$ cat src/rtl/nr_divider_seq.sv
// Sequential unsigned non-restoring divider: one quotient bit per clock through a
// single add/subtract stage, followed by one remainder-correction cycle.

module AddSub #(
    parameter int width = 9
) (
    input  logic [width-1:0] X,
    input  logic [width-1:0] Y,
    input  logic             SubEn,
    output logic [width-1:0] Sum
);
    // Subtraction as X + ~Y + 1; the carry out of the top bit is dropped.
    assign Sum = X + (SubEn ? ~Y : Y) + {{(width-1){1'b0}}, SubEn};
endmodule

module nr_divider_seq #(
    parameter int width = 8
) (
    input  logic             CLK,
    input  logic             RST,
    input  logic             Start,
    input  logic [width-1:0] A,
    input  logic [width-1:0] B,
    output logic             Busy,
    output logic             Done,
    output logic [width-1:0] Q,
    output logic [width-1:0] R,
    output logic             DivZero
);
    localparam int CW = (width > 2) ? $clog2(width) : 1;
    localparam logic [CW-1:0] lastCnt = CW'(width - 1);

    typedef enum logic [1:0] {IDLE, ITER, FIX} state_t;

    state_t          state, nextState;
    logic [width:0]  P;
    logic [width-1:0] D;
    logic [width-1:0] QR;
    logic [CW-1:0]   cnt;

    logic [width:0]  addX, addY, addSum;
    logic            subEn;

    AddSub #(.width(width + 1)) uAddSub (
        .X     (addX),
        .Y     (addY),
        .SubEn (subEn),
        .Sum   (addSum)
    );

    // The same stage serves the shift-and-add/subtract step and the final P + D fix-up.
    // NOTE: every always_comb output gets a default first so no path can infer a latch.
    always_comb begin
        addX  = {P[width-1:0], QR[width-1]};
        addY  = {1'b0, D};
        subEn = ~P[width];
        if (state == FIX) begin
            addX  = P;
            subEn = 1'b0;
        end
    end

    always_comb begin
        nextState = state;
        case (state)
            IDLE:    if (Start && (B != '0)) nextState = ITER;
            ITER:    if (cnt == lastCnt) nextState = FIX;
            FIX:     nextState = IDLE;
            default: nextState = IDLE;
        endcase
    end

    // NOTE: sequential state uses non-blocking assignments so every register samples pre-edge values.
    always_ff @(posedge CLK or posedge RST) begin
        if (RST) state <= IDLE;
        else     state <= nextState;
    end

    always_ff @(posedge CLK or posedge RST) begin
        if (RST) begin
            P       <= '0;
            D       <= '0;
            QR      <= '0;
            cnt     <= '0;
            Q       <= '0;
            R       <= '0;
            DivZero <= 1'b0;
            Done    <= 1'b0;
        end else begin
            Done <= 1'b0;
            case (state)
                IDLE: begin
                    if (Start) begin
                        if (B != '0) begin
                            D   <= B;
                            P   <= '0;
                            QR  <= A;
                            cnt <= '0;
                        end else begin
                            Q       <= '1;
                            R       <= A;
                            DivZero <= 1'b1;
                            Done    <= 1'b1;
                        end
                    end
                end
                ITER: begin
                    P   <= addSum;
                    QR  <= {QR[width-2:0], ~addSum[width]};
                    cnt <= cnt + 1'b1;
                end
                FIX: begin
                    if (P[width]) P <= addSum;
                    Q       <= QR;
                    R       <= P[width] ? addSum[width-1:0] : P[width-1:0];
                    DivZero <= 1'b0;
                    Done    <= 1'b1;
                end
                default: ;
            endcase
        end
    end

    assign Busy = (state != IDLE);
endmodule
$ cat config.mk
export PLATFORM = sky130hd
export DESIGN_NAME = nr_divider_seq
export DESIGN_NICKNAME = d
export VERILOG_FILES = /design/src/rtl/nr_divider_seq.sv
export SDC_FILE = /design/constraint.sdc
export NUM_CORES = 1
export LEC_CHECK = 0
export BUFFER_PORTS_ARGS = -buffer_cell sky130_fd_sc_hd__buf_2
export CAP_MARGIN = 20
export CELL_PAD_IN_SITES_DETAIL_PLACEMENT = 0
export CELL_PAD_IN_SITES_GLOBAL_PLACEMENT = 1
export CORE_MARGIN = 2
export CORE_UTILIZATION = 40
export CTS_BUF_LIST = sky130_fd_sc_hd__clkbuf_4 sky130_fd_sc_hd__clkbuf_8
export DETAILED_ROUTE_END_ITERATION = 6
export PLACE_DENSITY = 0.83
export SLEW_MARGIN = 40
export SYNTH_ARGS = -nofsm -noshare
export SYNTH_HDL_FRONTEND = slang
export SYNTH_SLANG_ARGS = --single-unit
export TNS_END_PERCENT = 5
$ cat constraint.sdc
create_clock -name CLK -period 7.79 [get_ports CLK]
set_input_delay 0.3895 -clock CLK [delete_from_list [all_inputs] [get_ports CLK]]
set_output_delay 0.3895 -clock CLK [all_outputs]
set_load 0.02 [all_outputs]
==> report_table.html, run 1 <==
<table>
<tr><th>Metric</th><th>Value</th></tr>
<tr><th colspan="2">Status</th></tr>
<tr><td>Result of the run</td><td>finished clean</td></tr>
<tr><th colspan="2">Synthesis</th></tr>
<tr><td>Net count after synthesis</td><td>342</td></tr>
<tr><td>Synthesized instance count</td><td>310</td></tr>
<tr><td>Mean cell area of the mapped netlist</td><td>9.49 um^2</td></tr>
<tr><td>Top cell type's share of synthesized area</td><td>0.408</td></tr>
<tr><td>Number of enable flip-flop cells after synthesis</td><td>0</td></tr>
<tr><td>Number of distinct library cells after synthesis</td><td>52</td></tr>
<tr><td>Flop and latch count out of synthesis</td><td>48</td></tr>
<tr><td>Total of warnings raised by yosys</td><td>0</td></tr>
<tr><td>Cell type contributing the most total cell area after synthesis</td><td>sky130_fd_sc_hd__dfrtp_1</td></tr>
<tr><td>Leading cell types by total area after synthesis</td><td>sky130_fd_sc_hd__dfrtp_1, sky130_fd_sc_hd__ha_1, sky130_fd_sc_hd__mux2i_1, sky130_fd_sc_hd__nand2_1, sky130_fd_sc_hd__mux2_2</td></tr>
<tr><td>FFs w/ async S/R, synth</td><td>1.00</td></tr>
<tr><td>Netlist area before placement</td><td>0.00294 mm^2</td></tr>
<tr><td>Most used DFF post-synth</td><td>sky130_fd_sc_hd__dfrtp_1</td></tr>
<tr><td>Proportion of synthesized chip area in sequential cells</td><td>0.408</td></tr>
<tr><th colspan="2">Drt</th></tr>
<tr><td>Initial drt markers</td><td>109</td></tr>
<tr><td>Count of vias placed by the detailed router</td><td>2346</td></tr>
<tr><td>Wire length per cell after detailed routing</td><td>15.8 um</td></tr>
<tr><td>Via-per-instance ratio</td><td>5.38</td></tr>
<tr><td>Count of antenna-violating nets left after detailed routing</td><td>0</td></tr>
<tr><td>Total wirelength of the detailed-routed design</td><td>6880 um</td></tr>
<tr><td>Drc violations</td><td>0</td></tr>
<tr><td>1st-pass router iterations</td><td>4</td></tr>
<tr><th colspan="2">Floorplan</th></tr>
<tr><td>Core area</td><td>0.00718 mm^2</td></tr>
<tr><td>Die boundary height</td><td>89.8 um</td></tr>
<tr><td>Site row count</td><td>31</td></tr>
<tr><td>Total Die Area</td><td>0.00806 mm^2</td></tr>
<tr><td>Starting density of the core</td><td>0.410</td></tr>
<tr><td>Die X-Extent</td><td>89.8 um</td></tr>
<tr><td>Count of boundary I/O pins</td><td>38</td></tr>
<tr><th colspan="2">Clock tree</th></tr>
<tr><td>H-tree levels</td><td>2</td></tr>
<tr><td>Number of buffers created by CTS</td><td>5</td></tr>
<tr><td>Setup repair bufs after CTS</td><td>0</td></tr>
<tr><td>Post-cts repair resize count</td><td>0</td></tr>
<tr><td>Clock latency at the later pin of the worst-skew pair</td><td>310 ps</td></tr>
<tr><td>Count of hold buffers inserted by post-cts repair</td><td>0</td></tr>
<tr><td>TritonCTS clock tree</td><td>yes</td></tr>
<tr><td>Clock slew at the register clock pins of the worst setup and hold paths</td><td>100 ps</td></tr>
<tr><td>CTS Root Cell</td><td>sky130_fd_sc_hd__clkbuf_8</td></tr>
<tr><td>Total number of clock tree sinks</td><td>48</td></tr>
<tr><td>Buffer levels on the longest clock path</td><td>2</td></tr>
<tr><th colspan="2">STA</th></tr>
<tr><td>Headroom to the max-slew limit</td><td>0.471</td></tr>
<tr><td>Final clock period utilization by the worst path</td><td>0.487</td></tr>
<tr><td>Setup repair after global routing missed its margin</td><td>false</td></tr>
<tr><td>Number of pins exceeding their max-slew limit in the final report</td><td>0</td></tr>
<tr><td>Accumulated negative setup slack</td><td>0 ps</td></tr>
<tr><td>Worst clock skew on the final layout</td><td>8.40 ps</td></tr>
<tr><td>Setup violations, final</td><td>0</td></tr>
<tr><td>Final hold violations</td><td>0</td></tr>
<tr><td>Worst Max-Slew Pin Slew</td><td>791 ps</td></tr>
<tr><td>Final period demand of the worst path</td><td>3790 ps</td></tr>
<tr><td>Max Clk Rate</td><td>264 MHz</td></tr>
<tr><th colspan="2">Cells and area</th></tr>
<tr><td>Layout Nets</td><td>368</td></tr>
<tr><td>Fraction of layout instances using a drive strength above 1</td><td>0.196</td></tr>
<tr><td>Syn-to-layout area delta</td><td>12.9%</td></tr>
<tr><td>Diode insertion count for antenna repair</td><td>0</td></tr>
<tr><th colspan="2">Setup path</th></tr>
<tr><td>Type of element capturing the critical path</td><td>register</td></tr>
<tr><td>Type of element launching the critical path</td><td>register</td></tr>
<tr><td>Data required time of the critical path</td><td>8020 ps</td></tr>
<tr><td>Critical-path maximum fanout</td><td>20</td></tr>
<tr><td>Type of the worst setup path</td><td>reg -&gt; reg</td></tr>
<tr><td>Arr. time, crit path</td><td>4020 ps</td></tr>
<tr><th colspan="2">Power and ir drop</th></tr>
<tr><td>Overall Power</td><td>1.35 mW</td></tr>
<tr><td>Static leakage power</td><td>1.48 nW</td></tr>
<tr><td>Ratio of total power to cell area</td><td>407 mW/mm^2</td></tr>
<tr><td>Maximum vdd ir drop</td><td>0.196 mV</td></tr>
<tr><th colspan="2">GRT</th></tr>
<tr><td>Number of antenna violations at the first check in global routing</td><td>0</td></tr>
<tr><td>Aggregate global-route resource usage</td><td>0.175</td></tr>
<tr><td>Maximum number of pins on one net before global-route repair</td><td>49</td></tr>
<tr><td>Global-route wire length before repair</td><td>11300 um</td></tr>
<tr><td>Via count of the first global-routing pass</td><td>2261</td></tr>
<tr><td>Grt ovf</td><td>0</td></tr>
<tr><th colspan="2">Worst hold path</th></tr>
<tr><td>Hold Path Class</td><td>in -&gt; async</td></tr>
<tr><th colspan="2">Placement</th></tr>
<tr><td>Detail Placement HPWL</td><td>5100 um</td></tr>
<tr><td>GPL Wtd Cong</td><td>0.868</td></tr>
<tr><td>Total of buffers placed on input and output ports</td><td>37</td></tr>
<tr><th colspan="2">Job</th></tr>
<tr><td>Max-cap viol count</td><td>0</td></tr>
</table>
-- where the power goes --
| part | leakage, nW | total [mW] | internal [mW] | switching (mW) |
|---|---|---|---|---|
| clock | 0.0687 | 0.224 | 0.129 | 0.0950 |
| combinational | 0.838 | 0.719 | 0.296 | 0.424 |
| sequential | 0.573 | 0.410 | 0.334 | 0.0763 |
-- cells in the mapped netlist (2+ instances only) --
| cell | n |
|---|---|
| sky130_fd_sc_hd__nand2_1 | 32 |
| sky130_fd_sc_hd__o211ai_1 | 3 |
| sky130_fd_sc_hd__or3_1 | 2 |
| sky130_fd_sc_hd__a21oi_1 | 13 |
| sky130_fd_sc_hd__xor2_1 | 8 |
| sky130_fd_sc_hd__dfrtp_1 | 48 |
| sky130_fd_sc_hd__o31a_1 | 2 |
| sky130_fd_sc_hd__a311oi_1 | 3 |
| sky130_fd_sc_hd__xnor2_1 | 6 |
| sky130_fd_sc_hd__a22o_1 | 5 |
| sky130_fd_sc_hd__a21o_1 | 4 |
| sky130_fd_sc_hd__mux2_1 | 5 |
| sky130_fd_sc_hd__nor2b_1 | 3 |
| sky130_fd_sc_hd__a211oi_1 | 6 |
| sky130_fd_sc_hd__or4_1 | 2 |
| sky130_fd_sc_hd__buf_2 | 5 |
| sky130_fd_sc_hd__ha_1 | 12 |
| sky130_fd_sc_hd__o21ai_0 | 16 |
| sky130_fd_sc_hd__nand4_1 | 2 |
| sky130_fd_sc_hd__o22ai_1 | 2 |
| sky130_fd_sc_hd__mux2i_1 | 12 |
| sky130_fd_sc_hd__o31ai_1 | 3 |
| sky130_fd_sc_hd__nor2_1 | 23 |
| sky130_fd_sc_hd__a31oi_1 | 11 |
| sky130_fd_sc_hd__clkbuf_1 | 14 |
| sky130_fd_sc_hd__nand2b_1 | 3 |
| sky130_fd_sc_hd__o21ba_2 | 2 |
| sky130_fd_sc_hd__mux2_2 | 9 |
| sky130_fd_sc_hd__inv_1 | 22 |
| sky130_fd_sc_hd__o21ai_1 | 10 |
-- state kept, by name (all words and copies together) (netlist names) --
name / cells
state: 2
R: 8
Q: 8
P: 9
Done: 1
DivZero: 1
cnt: 3
D: 8
QR: 8
-- area by class of cell --
cell class,instances,area (um^2)
tap,99,124
multi-input combinational,220,1570
fill,704,3850
sequential,48,1200
inverter,22,85.1
clock inverter,3,68.8
timing repair buffer,39,200
clock buffer,5,68.8
-- worst paths after layout --
| path | from | to | slack (ps) | depth (start not counted) |
|---|---|---|---|---|
| hold reg to reg | cnt[0]$_DFFE_PP0P_ | cnt[0]$_DFFE_PP0P_ | 490 | 1 |
| hold / removal | RST | Q[0]$_DFFE_PP0P_ | 130 | 2 |
| min in group CLK | B[3] | D[3]$_DFFE_PP0P_ | 300 | 2 |
| max in group asynchronous | RST | QR[5]$_DFFE_PP0P_ | 7220 | 2 |
| setup reg to reg | state[0]$_DFFE_PP0P_ | R[6]$_DFFE_PP0P_ | 4000 | 12 |
| setup / recovery | state[0]$_DFFE_PP0P_ | R[6]$_DFFE_PP0P_ | 4000 | 12 |
-- worst max-delay path, stage by stage (launching register included) --
cell	delay, ps
sky130_fd_sc_hd__dfrtp_1	380
sky130_fd_sc_hd__inv_1	70
sky130_fd_sc_hd__ha_1	410
sky130_fd_sc_hd__buf_4	310
sky130_fd_sc_hd__nor2_1	630
sky130_fd_sc_hd__xor2_1	260
sky130_fd_sc_hd__inv_1	80
sky130_fd_sc_hd__fa_1	420
sky130_fd_sc_hd__nand2b_1	170
sky130_fd_sc_hd__a21oi_1	280
sky130_fd_sc_hd__a31oi_1	190
sky130_fd_sc_hd__mux2_2	310
sky130_fd_sc_hd__a31oi_1	190
-- layer usage --
metal | GRT usage | routed length [um] | up-vias
li1 | - | - | 1146
met1 | 0.235 | 3190 | 1127
met2 | 0.282 | 3250 | 58
met3 | 0.0302 | 289 | 15
met4 | 0.0718 | 150 | 0
met5 | 0 | 0 | -
-- cell usage in the layout (no fill, tap or decap), types with 6 or more instances in the layout --
master / instances
sky130_fd_sc_hd__a21oi_1: 13
sky130_fd_sc_hd__a31oi_1: 11
sky130_fd_sc_hd__buf_2: 37
sky130_fd_sc_hd__dfrtp_1: 48
sky130_fd_sc_hd__ha_1: 12
sky130_fd_sc_hd__inv_1: 21
sky130_fd_sc_hd__mux2_2: 9
sky130_fd_sc_hd__mux2i_1: 12
sky130_fd_sc_hd__nand2_1: 32
sky130_fd_sc_hd__nor2_1: 23
sky130_fd_sc_hd__o21ai_0: 16
sky130_fd_sc_hd__o21ai_1: 10
sky130_fd_sc_hd__xnor2_1: 6
sky130_fd_sc_hd__xor2_1: 8
-- per-stage QoR --
stage / hold WS [ps] / std cells / util / instance area, um^2 / worst slack (ps)
final: 128 / 436 / 0.463 / 3320 / 4000
after global routing: 187 / 436 / 0.463 / 3320 / 3680
after CTS: 174 / 436 / 0.463 / 3320 / 3940
after detailed placement: 476 / 428 / 0.444 / 3180 / 3980
after global placement: 465 / 428 / 0.443 / 3180 / 4190
after floorplan: 451 / 310 / - / 2940 / 4610
-- cell families (layout without fill, tap and decap cells) --
kind of cell / count (synthesis) / in the layout / share of synthesized area
AO/OA/AOI/OAI: 94 / 94 / 0.228
AND/OR/NAND/NOR: 73 / 73 / 0.112
flip-flops: 48 / 48 / 0.408
buffers and inverters: 42 / 69 / 0.0583
multiplexers: 26 / 26 / 0.0944
XOR/XNOR: 14 / 14 / 0.0417
adder cells (fa/ha/maj): 13 / 13 / 0.0578
(Power assumes the default switching activity.)
==> run 2, diff against run 1 <==
--- a/config.mk
+++ b/config.mk
@@ -5,15 +5,16 @@
 export SDC_FILE = /design/constraint.sdc
 export NUM_CORES = 1
 export LEC_CHECK = 0
+export ABC_AREA = 1
 export BUFFER_PORTS_ARGS = -buffer_cell sky130_fd_sc_hd__buf_2
 export CAP_MARGIN = 20
 export CELL_PAD_IN_SITES_DETAIL_PLACEMENT = 0
 export CELL_PAD_IN_SITES_GLOBAL_PLACEMENT = 1
 export CORE_MARGIN = 2
-export CORE_UTILIZATION = 40
+export CORE_UTILIZATION = 39
 export CTS_BUF_LIST = sky130_fd_sc_hd__clkbuf_4 sky130_fd_sc_hd__clkbuf_8
 export DETAILED_ROUTE_END_ITERATION = 6
-export PLACE_DENSITY = 0.83
+export PLACE_DENSITY = 0.87
 export SLEW_MARGIN = 40
 export SYNTH_ARGS = -nofsm -noshare
 export SYNTH_HDL_FRONTEND = slang
==> constraint.sdc (replaced) <==
create_clock -name CLK -period 3.3 [get_ports CLK]
set_input_delay 0.165 -clock CLK [delete_from_list [all_inputs] [get_ports CLK]]
set_output_delay 0.165 -clock CLK [all_outputs]
set_load 0.02 [all_outputs]
==> report_table.html, run 2 <==
<table>
<tr><th>Metric</th><th>Value</th></tr>
<tr><th colspan="2">Status</th></tr>
<tr><td>Result of the run</td><td>finished clean</td></tr>
<tr><th colspan="2">STA</th></tr>
<tr><td>Headroom to the max-slew limit</td><td>0.546 (+0.0756)</td></tr>
<tr><td>Worst clock skew on the final layout</td><td>13.1 ps (+4.69 ps)</td></tr>
<tr><td>Final clock period utilization by the worst path</td><td>0.831 (+0.344)</td></tr>
<tr><td>Worst Max-Slew Pin Slew</td><td>681 ps (-111 ps)</td></tr>
<tr><td>Number of pins exceeding their max-slew limit in the final report</td><td>0 (unchanged)</td></tr>
<tr><td>Final hold violations</td><td>0 (unchanged)</td></tr>
<tr><td>Setup repair after global routing missed its margin</td><td>false</td></tr>
<tr><td>Setup violations, final</td><td>0 (unchanged)</td></tr>
<tr><td>Final period demand of the worst path</td><td>2740 ps (-1050 ps)</td></tr>
<tr><td>Accumulated negative setup slack</td><td>0 ps (unchanged)</td></tr>
<tr><td>Max Clk Rate</td><td>365 MHz (+38%)</td></tr>
<tr><th colspan="2">Setup path</th></tr>
<tr><td>Crit path buf inv count</td><td>2 (-1)</td></tr>
<tr><td>Type of element launching the critical path</td><td>register</td></tr>
<tr><td>Arr. time, crit path</td><td>2950 ps (-1070 ps)</td></tr>
<tr><td>Number of cells traversed by the worst register-to-register path</td><td>15 (+3)</td></tr>
<tr><td>Type of element capturing the critical path</td><td>register</td></tr>
<tr><td>Type of the worst setup path</td><td>reg -&gt; reg</td></tr>
<tr><td>Critical-path maximum fanout</td><td>20 (unchanged)</td></tr>
<tr><td>Crit path max-delay cell type</td><td>sky130_fd_sc_hd__fa_1</td></tr>
<tr><td>Data required time of the critical path</td><td>3510 ps (-4510 ps)</td></tr>
<tr><td>Reg-to-reg startpoint</td><td>state[0]$_DFFE_PP0P_</td></tr>
<tr><td>Most frequent cell on the critical path</td><td>sky130_fd_sc_hd__nand2_1</td></tr>
<tr><td>Worst Setup SP</td><td>state[0]$_DFFE_PP0P_</td></tr>
<tr><td>Crit-path max cell delay</td><td>430 ps (-200 ps)</td></tr>
<tr><td>End of the worst register-to-register path</td><td>P[8]$_DFFE_PP0P_</td></tr>
<tr><td>Ordered list of cells on the worst path</td><td>inv_1 &gt; ha_1 &gt; inv_2 &gt; nand2_4 &gt; xor2_1 &gt; fa_1 &gt; nand3b_1 &gt; nand2_1 &gt; nand3_1 &gt; nand2_1 &gt; nand2_1 &gt; nand3_1 &gt; o21ai_0 &gt; nand2_1 &gt; nand2_1</td></tr>
<tr><td>Worst R2R Setup Slack</td><td>560 ps (-3440 ps)</td></tr>
<tr><td>End point of the critical path</td><td>P[8]$_DFFE_PP0P_</td></tr>
<tr><td>Cell family with most CP delay</td><td>simple AND/OR/NAND/NOR gates</td></tr>
<tr><td>Stages on worst setup path</td><td>15 (+3)</td></tr>
<tr><th colspan="2">GRT</th></tr>
<tr><td>Aggregate global-route resource usage</td><td>0.177 (+0.00234)</td></tr>
<tr><td>Grt ovf</td><td>0 (unchanged)</td></tr>
<tr><td>Maximum number of pins on one net before global-route repair</td><td>49 (unchanged)</td></tr>
<tr><td>Global-route wire length before repair</td><td>10900 um (-3.1%)</td></tr>
<tr><td>Via count of the first global-routing pass</td><td>2286 (+1.1%)</td></tr>
<tr><td>Number of antenna violations at the first check in global routing</td><td>0 (unchanged)</td></tr>
<tr><th colspan="2">Synthesis</th></tr>
<tr><td>Cell type contributing the most total cell area after synthesis</td><td>sky130_fd_sc_hd__dfrtp_1</td></tr>
<tr><td>Most frequently used cell type in the post-synthesis netlist</td><td>sky130_fd_sc_hd__nand2_1</td></tr>
<tr><td>Netlist area before placement</td><td>0.00283 mm^2 (-3.7%)</td></tr>
<tr><td>Total of warnings raised by yosys</td><td>0 (unchanged)</td></tr>
<tr><td>Synth cell count leaders</td><td>sky130_fd_sc_hd__nand2_1, sky130_fd_sc_hd__inv_1, sky130_fd_sc_hd__dfrtp_1, sky130_fd_sc_hd__nor2_1, sky130_fd_sc_hd__o21ai_0</td></tr>
<tr><td>Top cell type's share of synthesized area</td><td>0.424 (+0.0157)</td></tr>
<tr><td>FFs w/ async S/R, synth</td><td>1.00 (unchanged)</td></tr>
<tr><td>Most used DFF post-synth</td><td>sky130_fd_sc_hd__dfrtp_1</td></tr>
<tr><td>Flop and latch count out of synthesis</td><td>48 (unchanged)</td></tr>
<tr><td>Number of distinct library cells after synthesis</td><td>33 (-37%)</td></tr>
<tr><td>Synthesized instance count</td><td>372 (+20%)</td></tr>
<tr><td>Mean cell area of the mapped netlist</td><td>7.61 um^2 (-20%)</td></tr>
<tr><td>Leading cell types by total area after synthesis</td><td>sky130_fd_sc_hd__dfrtp_1, sky130_fd_sc_hd__nand2_1, sky130_fd_sc_hd__inv_1, sky130_fd_sc_hd__ha_1, sky130_fd_sc_hd__o21ai_0</td></tr>
<tr><td>Number of enable flip-flop cells after synthesis</td><td>0 (unchanged)</td></tr>
<tr><td>Proportion of synthesized chip area in sequential cells</td><td>0.424 (+0.0157)</td></tr>
<tr><td>Net count after synthesis</td><td>404 (+18%)</td></tr>
<tr><th colspan="2">Clock tree</th></tr>
<tr><td>Number of buffers created by CTS</td><td>5 (unchanged)</td></tr>
<tr><td>H-tree levels</td><td>2 (unchanged)</td></tr>
<tr><td>Buffer levels on the longest clock path</td><td>2 (unchanged)</td></tr>
<tr><td>Total number of clock tree sinks</td><td>48 (unchanged)</td></tr>
<tr><td>Clock slew at the register clock pins of the worst setup and hold paths</td><td>90 ps (about the same)</td></tr>
<tr><td>Setup repair bufs after CTS</td><td>0 (unchanged)</td></tr>
<tr><td>TritonCTS clock tree</td><td>yes</td></tr>
<tr><td>Clock latency at the later pin of the worst-skew pair</td><td>320 ps (about the same)</td></tr>
<tr><td>CTS Root Cell</td><td>sky130_fd_sc_hd__clkbuf_8</td></tr>
<tr><th colspan="2">Cells and area</th></tr>
<tr><td>Syn-to-layout area delta</td><td>13.0% (about the same)</td></tr>
<tr><td>Flip-flop count of the largest register after layout</td><td>9 (unchanged)</td></tr>
<tr><td>Layout Nets</td><td>442 (+20%)</td></tr>
<tr><td>Fraction of layout instances using a drive strength above 1</td><td>0.161 (-0.0349)</td></tr>
<tr><td>Commonest non-fill, non-tap cell in the layout</td><td>sky130_fd_sc_hd__nand2_1</td></tr>
<tr><td>Final Core Density</td><td>0.449 (-0.0143)</td></tr>
<tr><td>Commonest non-fill, non-tap cells in the layout</td><td>sky130_fd_sc_hd__nand2_1, sky130_fd_sc_hd__inv_1, sky130_fd_sc_hd__dfrtp_1</td></tr>
<tr><td>Diode insertion count for antenna repair</td><td>0 (unchanged)</td></tr>
<tr><td>Filler cell count in the final layout</td><td>791 (+12%)</td></tr>
<tr><td>Largest register by flop count</td><td>P</td></tr>
<tr><th colspan="2">Floorplan</th></tr>
<tr><td>Die boundary height</td><td>89.2 um (-0.59%)</td></tr>
<tr><td>Die X-Extent</td><td>89.2 um (-0.59%)</td></tr>
<tr><td>Core area</td><td>0.00714 mm^2 (-0.54%)</td></tr>
<tr><td>Count of boundary I/O pins</td><td>38 (unchanged)</td></tr>
<tr><td>Starting density of the core</td><td>0.397 (-0.0130)</td></tr>
<tr><td>Site row count</td><td>31 (unchanged)</td></tr>
<tr><td>Total Die Area</td><td>0.00796 mm^2 (-1.2%)</td></tr>
<tr><th colspan="2">Drt</th></tr>
<tr><td>Drc violations</td><td>0 (unchanged)</td></tr>
<tr><td>Count of vias placed by the detailed router</td><td>2459 (+4.8%)</td></tr>
<tr><td>Total wirelength of the detailed-routed design</td><td>6450 um (-6.3%)</td></tr>
<tr><td>Wire length per cell after detailed routing</td><td>12.7 um (-20%)</td></tr>
<tr><td>Count of antenna-violating nets left after detailed routing</td><td>0 (unchanged)</td></tr>
<tr><td>Via-per-instance ratio</td><td>4.83 (-10%)</td></tr>
<tr><td>1st-pass router iterations</td><td>4 (unchanged)</td></tr>
<tr><td>Initial drt markers</td><td>103 (-5.5%)</td></tr>
<tr><th colspan="2">Power and ir drop</th></tr>
<tr><td>Maximum vdd ir drop</td><td>0.329 mV (+67%)</td></tr>
<tr><td>Ratio of total power to cell area</td><td>1160 mW/mm^2 (+180%)</td></tr>
<tr><td>Static leakage power</td><td>1.67 nW (+13%)</td></tr>
<tr><th colspan="2">Placement</th></tr>
<tr><td>Total of buffers placed on input and output ports</td><td>37 (unchanged)</td></tr>
<tr><td>GPL Wtd Cong</td><td>0.890 (+2.5%)</td></tr>
<tr><td>Detail Placement HPWL</td><td>4960 um (-2.8%)</td></tr>
<tr><th colspan="2">Worst hold path</th></tr>
<tr><td>Hold Path Class</td><td>in -&gt; reg</td></tr>
<tr><th colspan="2">Job</th></tr>
<tr><td>Max-cap viol count</td><td>0 (unchanged)</td></tr>
</table>
-- run 2: changes by cell type in the layout (fill, tap and decap cells not counted), sizes merged, moves of 12 or more --
cell / delta
mux2: -14
inv: +35
nand2: +69
nand3: +15
mux2i: -12
nor2: +15
o21ai: +15
-- run 2: repair_timing --
action | CTS | global route
hold buffers | 1 | 0
hold endpoints to repair | 48 | 0
resized for setup | 0 | 0
-- run 2: metrics by stage --
| step | total power [mW] | std cells | setup WS [ps] | hold WS, ps | cell area [um^2] |
|---|---|---|---|---|---|
| 3_5_place_dp | 3.35 | 501 | 587 | 289 | 3100 |
| 3_3_place_gp | 3.31 | 501 | 663 | 387 | 3100 |
| 2_1_floorplan | 2.83 | 372 | 731 | 282 | 2830 |
| 4_1_cts | 3.73 | 509 | 562 | 81.7 | 3200 |
| 6_report | 3.72 | 509 | 558 | 87.1 | 3200 |
| 5_1_grt | 4.12 | 509 | 300 | 112 | 3200 |
-- run 2: cell families (layout without fill, tap and decap cells) --
logic type / Yosys count / count (layout) / share of synthesized area
simple gates: 157 / 157 / 0.234
flops: 48 / 48 / 0.424
fa+ha+maj: 13 / 13 / 0.0601
xor+xnor: 11 / 11 / 0.0340
compound gates: 75 / 75 / 0.148
buf+inv: 68 / 106 / 0.100
-- run 2: how the worst min path moves through the flow --
stage,start,end,depth (start not counted)
after detailed placement,RST,R[7]$_DFFE_PP0P_,2
after global routing,B[1],D[1]$_DFFE_PP0P_,3
after CTS,B[1],D[1]$_DFFE_PP0P_,3
final,B[1],D[1]$_DFFE_PP0P_,3
after global placement,B[1],D[1]$_DFFE_PP0P_,3
after floorplan,B[1],D[1]$_DFFE_PP0P_,2
-- run 2: worst register-to-register path, cell delays in order (launching register included) --
cell	delay (ps)
sky130_fd_sc_hd__dfrtp_1	380
sky130_fd_sc_hd__inv_1	70
sky130_fd_sc_hd__ha_1	220
sky130_fd_sc_hd__inv_2	300
sky130_fd_sc_hd__nand2_4	180
sky130_fd_sc_hd__xor2_1	210
sky130_fd_sc_hd__fa_1	430
sky130_fd_sc_hd__nand3b_1	170
sky130_fd_sc_hd__nand2_1	120
sky130_fd_sc_hd__nand3_1	100
sky130_fd_sc_hd__nand2_1	100
sky130_fd_sc_hd__nand2_1	60
sky130_fd_sc_hd__nand3_1	80
sky130_fd_sc_hd__o21ai_0	90
sky130_fd_sc_hd__nand2_1	70
sky130_fd_sc_hd__nand2_1	40
-- run 2: routing by layer --
metal / part of all wire / GRT usage / routed length (um) / vias to the layer above
met2: 0.45 / 0.287 / 2930 / 51
li1: - / - / - / 1248
met5: 0 / 0 / 0 / -
met1: 0.49 / 0.243 / 3180 / 1153
met3: 0.039 / 0.0323 / 250 / 7
met4: 0.015 / 0.0529 / 94 / 0
-- run 2: final cells by class --
cell class                      instances  area (um^2)  area share
Clock buffer                            6         82.6      0.0258
Clock inverter                          1         8.76     0.00274
Inverter                               58          220      0.0688
Multi-Input combinational cell        256         1350       0.421
Sequential cell                        48         1200       0.375
Tap cell                               99          124      0.0387
Timing Repair Buffer                   41          218      0.0680
-- run 2: where the power goes --
part	switching [mW]	internal [mW]
clock network	0.208	0.168
registers	0.143	0.841
logic	1.55	0.808
total	1.90	1.82
==> run 3, diff against run 2 <==
--- a/config.mk
+++ b/config.mk
@@ -5,16 +5,16 @@
 export SDC_FILE = /design/constraint.sdc
 export NUM_CORES = 1
 export LEC_CHECK = 0
-export ABC_AREA = 1
+export ABC_AREA = 0
 export BUFFER_PORTS_ARGS = -buffer_cell sky130_fd_sc_hd__buf_2
 export CAP_MARGIN = 20
 export CELL_PAD_IN_SITES_DETAIL_PLACEMENT = 0
 export CELL_PAD_IN_SITES_GLOBAL_PLACEMENT = 1
 export CORE_MARGIN = 2
-export CORE_UTILIZATION = 39
+export CORE_UTILIZATION = 40
 export CTS_BUF_LIST = sky130_fd_sc_hd__clkbuf_4 sky130_fd_sc_hd__clkbuf_8
 export DETAILED_ROUTE_END_ITERATION = 6
-export PLACE_DENSITY = 0.87
+export PLACE_DENSITY = 0.86
 export SLEW_MARGIN = 40
 export SYNTH_ARGS = -nofsm -noshare
 export SYNTH_HDL_FRONTEND = slang
==> constraint.sdc (replaced) <==
create_clock -name CLK -period 2.5 [get_ports CLK]
set_input_delay 0.125 -clock CLK [delete_from_list [all_inputs] [get_ports CLK]]
set_output_delay 0.125 -clock CLK [all_outputs]
set_load 0.02 [all_outputs]
==> report_table.html, run 3 (synthesis results as in run 1) <==
<table>
<tr><th>Metric</th><th>Value</th></tr>
<tr><th colspan="2">Status</th></tr>
<tr><td>Result of the run</td><td>finished with violations</td></tr>
<tr><td>Failing checks</td><td>setup timing</td></tr>
<tr><th colspan="2">Clock tree</th></tr>
<tr><td>Clock slew at the register clock pins of the worst setup and hold paths</td><td>100 ps (about the same)</td></tr>
<tr><td>TritonCTS clock tree</td><td>yes</td></tr>
<tr><td>Clock latency at the later pin of the worst-skew pair</td><td>310 ps (about the same)</td></tr>
<tr><td>Number of buffers created by CTS</td><td>5 (unchanged)</td></tr>
<tr><td>Total number of clock tree sinks</td><td>48 (unchanged)</td></tr>
<tr><td>H-tree levels</td><td>2 (unchanged)</td></tr>
<tr><td>Buffer levels on the longest clock path</td><td>2 (unchanged)</td></tr>
<tr><td>CTS Root Cell</td><td>sky130_fd_sc_hd__clkbuf_8</td></tr>
<tr><th colspan="2">Drt</th></tr>
<tr><td>Count of vias placed by the detailed router</td><td>2547 (+3.6%)</td></tr>
<tr><td>Count of antenna-violating nets left after detailed routing</td><td>0 (unchanged)</td></tr>
<tr><td>Total wirelength of the detailed-routed design</td><td>7630 um (+18%)</td></tr>
<tr><td>Wire length per cell after detailed routing</td><td>16.0 um (+26%)</td></tr>
<tr><td>Via-per-instance ratio</td><td>5.33 (+10%)</td></tr>
<tr><td>Drc violations</td><td>0 (unchanged)</td></tr>
<tr><td>1st-pass router iterations</td><td>4 (unchanged)</td></tr>
<tr><td>Initial drt markers</td><td>141 (+37%)</td></tr>
<tr><th colspan="2">Setup path</th></tr>
<tr><td>Type of element capturing the critical path</td><td>register</td></tr>
<tr><td>Worst R2R Setup Slack</td><td>-10 ps (-570 ps)</td></tr>
<tr><td>Type of the worst setup path</td><td>reg -&gt; reg</td></tr>
<tr><td>Type of element launching the critical path</td><td>register</td></tr>
<tr><td>Reg-to-reg startpoint</td><td>state[1]$_DFFE_PP0P_</td></tr>
<tr><td>End of the worst register-to-register path</td><td>R[6]$_DFFE_PP0P_</td></tr>
<tr><td>Worst Setup SP</td><td>state[1]$_DFFE_PP0P_</td></tr>
<tr><td>Data required time of the critical path</td><td>2740 ps (-770 ps)</td></tr>
<tr><td>Number of cells traversed by the worst register-to-register path</td><td>11 (-4)</td></tr>
<tr><td>Arr. time, crit path</td><td>2750 ps (-200 ps)</td></tr>
<tr><td>End point of the critical path</td><td>R[6]$_DFFE_PP0P_</td></tr>
<tr><td>Critical-path maximum fanout</td><td>8 (-60%)</td></tr>
<tr><th colspan="2">STA</th></tr>
<tr><td>Final WS setup</td><td>-12.9 ps (-571 ps)</td></tr>
<tr><td>Max Clk Rate</td><td>398 MHz (+9.1%)</td></tr>
<tr><td>Number of pins exceeding their max-slew limit in the final report</td><td>0 (unchanged)</td></tr>
<tr><td>Final period demand of the worst path</td><td>2510 ps (-229 ps)</td></tr>
<tr><td>Worst clock skew on the final layout</td><td>7.90 ps (-5.19 ps)</td></tr>
<tr><td>Setup repair after global routing missed its margin</td><td>true</td></tr>
<tr><td>Headroom to the max-slew limit</td><td>0.593 (+0.0472)</td></tr>
<tr><td>Worst Max-Slew Pin Slew</td><td>610 ps (-70.6 ps)</td></tr>
<tr><td>Setup violations, final</td><td>3 (+3)</td></tr>
<tr><td>Final clock period utilization by the worst path</td><td>1.01 (+0.174)</td></tr>
<tr><td>Final hold violations</td><td>0 (unchanged)</td></tr>
<tr><th colspan="2">Cells and area</th></tr>
<tr><td>Filler-free cell count of the finished design</td><td>478 (-6.1%)</td></tr>
<tr><td>Largest register by flop count</td><td>P</td></tr>
<tr><td>Commonest non-fill, non-tap cell in the layout</td><td>sky130_fd_sc_hd__dfrtp_1</td></tr>
<tr><td>Fraction of layout instances using a drive strength above 1</td><td>0.367 (+0.206)</td></tr>
<tr><td>Syn-to-layout area delta</td><td>32.1%</td></tr>
<tr><td>Area of the multi-input gates</td><td>0.00182 mm^2 (+35%)</td></tr>
<tr><td>Filler cell count in the final layout</td><td>649 (-18%)</td></tr>
<tr><td>Commonest non-fill, non-tap cells in the layout</td><td>sky130_fd_sc_hd__dfrtp_1, sky130_fd_sc_hd__buf_4, sky130_fd_sc_hd__buf_2</td></tr>
<tr><td>Layout Nets</td><td>410 (-7.2%)</td></tr>
<tr><td>Flip-flop count of the largest register after layout</td><td>9 (unchanged)</td></tr>
<tr><td>Combined flip-flop and latch cell area</td><td>0.00120 mm^2 (unchanged)</td></tr>
<tr><td>Final Core Density</td><td>0.542 (+0.0930)</td></tr>
<tr><td>Diode insertion count for antenna repair</td><td>0 (unchanged)</td></tr>
<tr><th colspan="2">Placement</th></tr>
<tr><td>Post-Place Cells</td><td>459 (-8.4%)</td></tr>
<tr><td>Total of buffers placed on input and output ports</td><td>37 (unchanged)</td></tr>
<tr><td>Detail Placement HPWL</td><td>5470 um (+10%)</td></tr>
<tr><td>GPL Wtd Cong</td><td>0.856 (-3.8%)</td></tr>
<tr><td>Pre-CTS setup slack</td><td>-229 ps (-816 ps)</td></tr>
<tr><th colspan="2">Floorplan</th></tr>
<tr><td>Die X-Extent</td><td>89.8 um (+0.59%)</td></tr>
<tr><td>Total Die Area</td><td>0.00806 mm^2 (+1.2%)</td></tr>
<tr><td>Starting density of the core</td><td>0.410 (+0.0130)</td></tr>
<tr><td>Core area</td><td>0.00718 mm^2 (+0.54%)</td></tr>
<tr><td>Count of boundary I/O pins</td><td>38 (unchanged)</td></tr>
<tr><td>Site row count</td><td>31 (unchanged)</td></tr>
<tr><td>Die boundary height</td><td>89.8 um (+0.59%)</td></tr>
<tr><th colspan="2">Power and ir drop</th></tr>
<tr><td>Switching share of power</td><td>0.435 (-0.0757)</td></tr>
<tr><td>Total internal power</td><td>3.00 mW (+65%)</td></tr>
<tr><td>Static leakage power</td><td>1.72 nW (+3.0%)</td></tr>
<tr><td>Maximum vdd ir drop</td><td>0.763 mV (+130%)</td></tr>
<tr><td>Part of the power in the clock network</td><td>0.112 (+0.011)</td></tr>
<tr><td>Ratio of total power to cell area</td><td>1370 mW/mm^2 (+18%)</td></tr>
<tr><td>Sequential share of power</td><td>0.239 (-0.026)</td></tr>
<tr><td>Logic gate share of total power</td><td>0.649 (+0.015)</td></tr>
<tr><td>Net Switching</td><td>2.31 mW (+22%)</td></tr>
<tr><td>Overall Power</td><td>5.31 mW (+43%)</td></tr>
<tr><th colspan="2">GRT</th></tr>
<tr><td>Via count of the first global-routing pass</td><td>2531 (+11%)</td></tr>
<tr><td>Grt ovf</td><td>0 (unchanged)</td></tr>
<tr><td>Aggregate global-route resource usage</td><td>0.193 (+0.0153)</td></tr>
<tr><td>Global-route wire length before repair</td><td>12400 um (+13%)</td></tr>
<tr><td>Number of antenna violations at the first check in global routing</td><td>0 (unchanged)</td></tr>
<tr><td>Maximum number of pins on one net before global-route repair</td><td>49 (unchanged)</td></tr>
<tr><th colspan="2">Worst hold path</th></tr>
<tr><td>Hold path startpoint</td><td>B[2]</td></tr>
<tr><td>Hold Path Class</td><td>in -&gt; reg</td></tr>
<tr><th colspan="2">Job</th></tr>
<tr><td>Max-cap viol count</td><td>0 (unchanged)</td></tr>
</table>
run 3: changes by cell type in the layout (fill, tap and decap cells not counted), moves of 6 or more:
cell                      delta
sky130_fd_sc_hd__buf_4      +36
sky130_fd_sc_hd__nor2_1     -14
sky130_fd_sc_hd__mux2i_1    +11
sky130_fd_sc_hd__a21oi_1     -9
sky130_fd_sc_hd__o21ai_0    -18
sky130_fd_sc_hd__inv_1      -35
sky130_fd_sc_hd__nand2_1    -68
sky130_fd_sc_hd__mux2_2      +7
sky130_fd_sc_hd__ha_1        -6
sky130_fd_sc_hd__nand3_1    -12
run 3: metrics by stage:
| step | cell area, um^2 | TNS (ps) | hold slack [ps] |
|---|---|---|---|
| after floorplan | 3040 | -957 | 260 |
| after global placement | 3510 | -519 | 354 |
| after detailed placement | 3510 | -877 | 250 |
| after CTS | 3760 | 0 | 33.8 |
| after global routing | 3890 | -527 | 37.6 |
| final | 3890 | -23.1 | 36.6 |
run 3: final cells by class:
class                           instances  area share
Multi-Input combinational cell        220       0.468
Sequential cell                        48       0.309
Timing Repair Buffer                   81       0.139
Tap cell                               99      0.0319
Inverter                               22      0.0219
Clock buffer                            5      0.0177
Clock inverter                          3      0.0119
run 3: timing repair:
item	4_1_cts	5_1_grt
pin swaps	12	14
setup endpoints to repair	11	14
buffers inserted	7	4
hold endpoints to repair	48	0
hold buffers	1	0
resized for setup	19	19
run 3: metal layers:
layer | global-route usage | part of all wire
met3 | 0.0411 | 0.046
met1 | 0.240 | 0.43
met2 | 0.330 | 0.50
met5 | 0 | 0
met4 | 0.0718 | 0.025
run 3: power by group through the flow:
stage	Combinational, mW	Clock, mW	Sequential [mW]
floorplan	1.96	0	1.25
global placement	2.80	0	1.26
detailed placement	2.88	0	1.27
CTS	3.13	0.613	1.26
global route	3.72	0.651	1.31
finish	3.44	0.595	1.27
run 3: how the worst min path moves through the flow:
| stage | depth (start not counted) | slack [ps] | end |
|---|---|---|---|
| global placement | 2 | 350 | D[2]$_DFFE_PP0P_ |
| floorplan | 1 | 260 | D[1]$_DFFE_PP0P_ |
| CTS | 2 | 30 | D[3]$_DFFE_PP0P_ |
| global route | 2 | 40 | D[5]$_DFFE_PP0P_ |
| detailed placement | 2 | 250 | Q[2]$_DFFE_PP0P_ |
| finish | 2 | 40 | D[2]$_DFFE_PP0P_ |
run 3: worst max-delay path, stage by stage (launching register included):
cell and delay [ps]:
sky130_fd_sc_hd__dfrtp_1 420, sky130_fd_sc_hd__ha_4 220, sky130_fd_sc_hd__buf_4 150, sky130_fd_sc_hd__mux2i_4 180, sky130_fd_sc_hd__nand2_2 90, sky130_fd_sc_hd__o21ai_2 70, sky130_fd_sc_hd__fa_2 350, sky130_fd_sc_hd__nand2b_4 160
sky130_fd_sc_hd__a21oi_4 220, sky130_fd_sc_hd__a31oi_4 120, sky130_fd_sc_hd__mux2_4 320, sky130_fd_sc_hd__a31oi_1 130
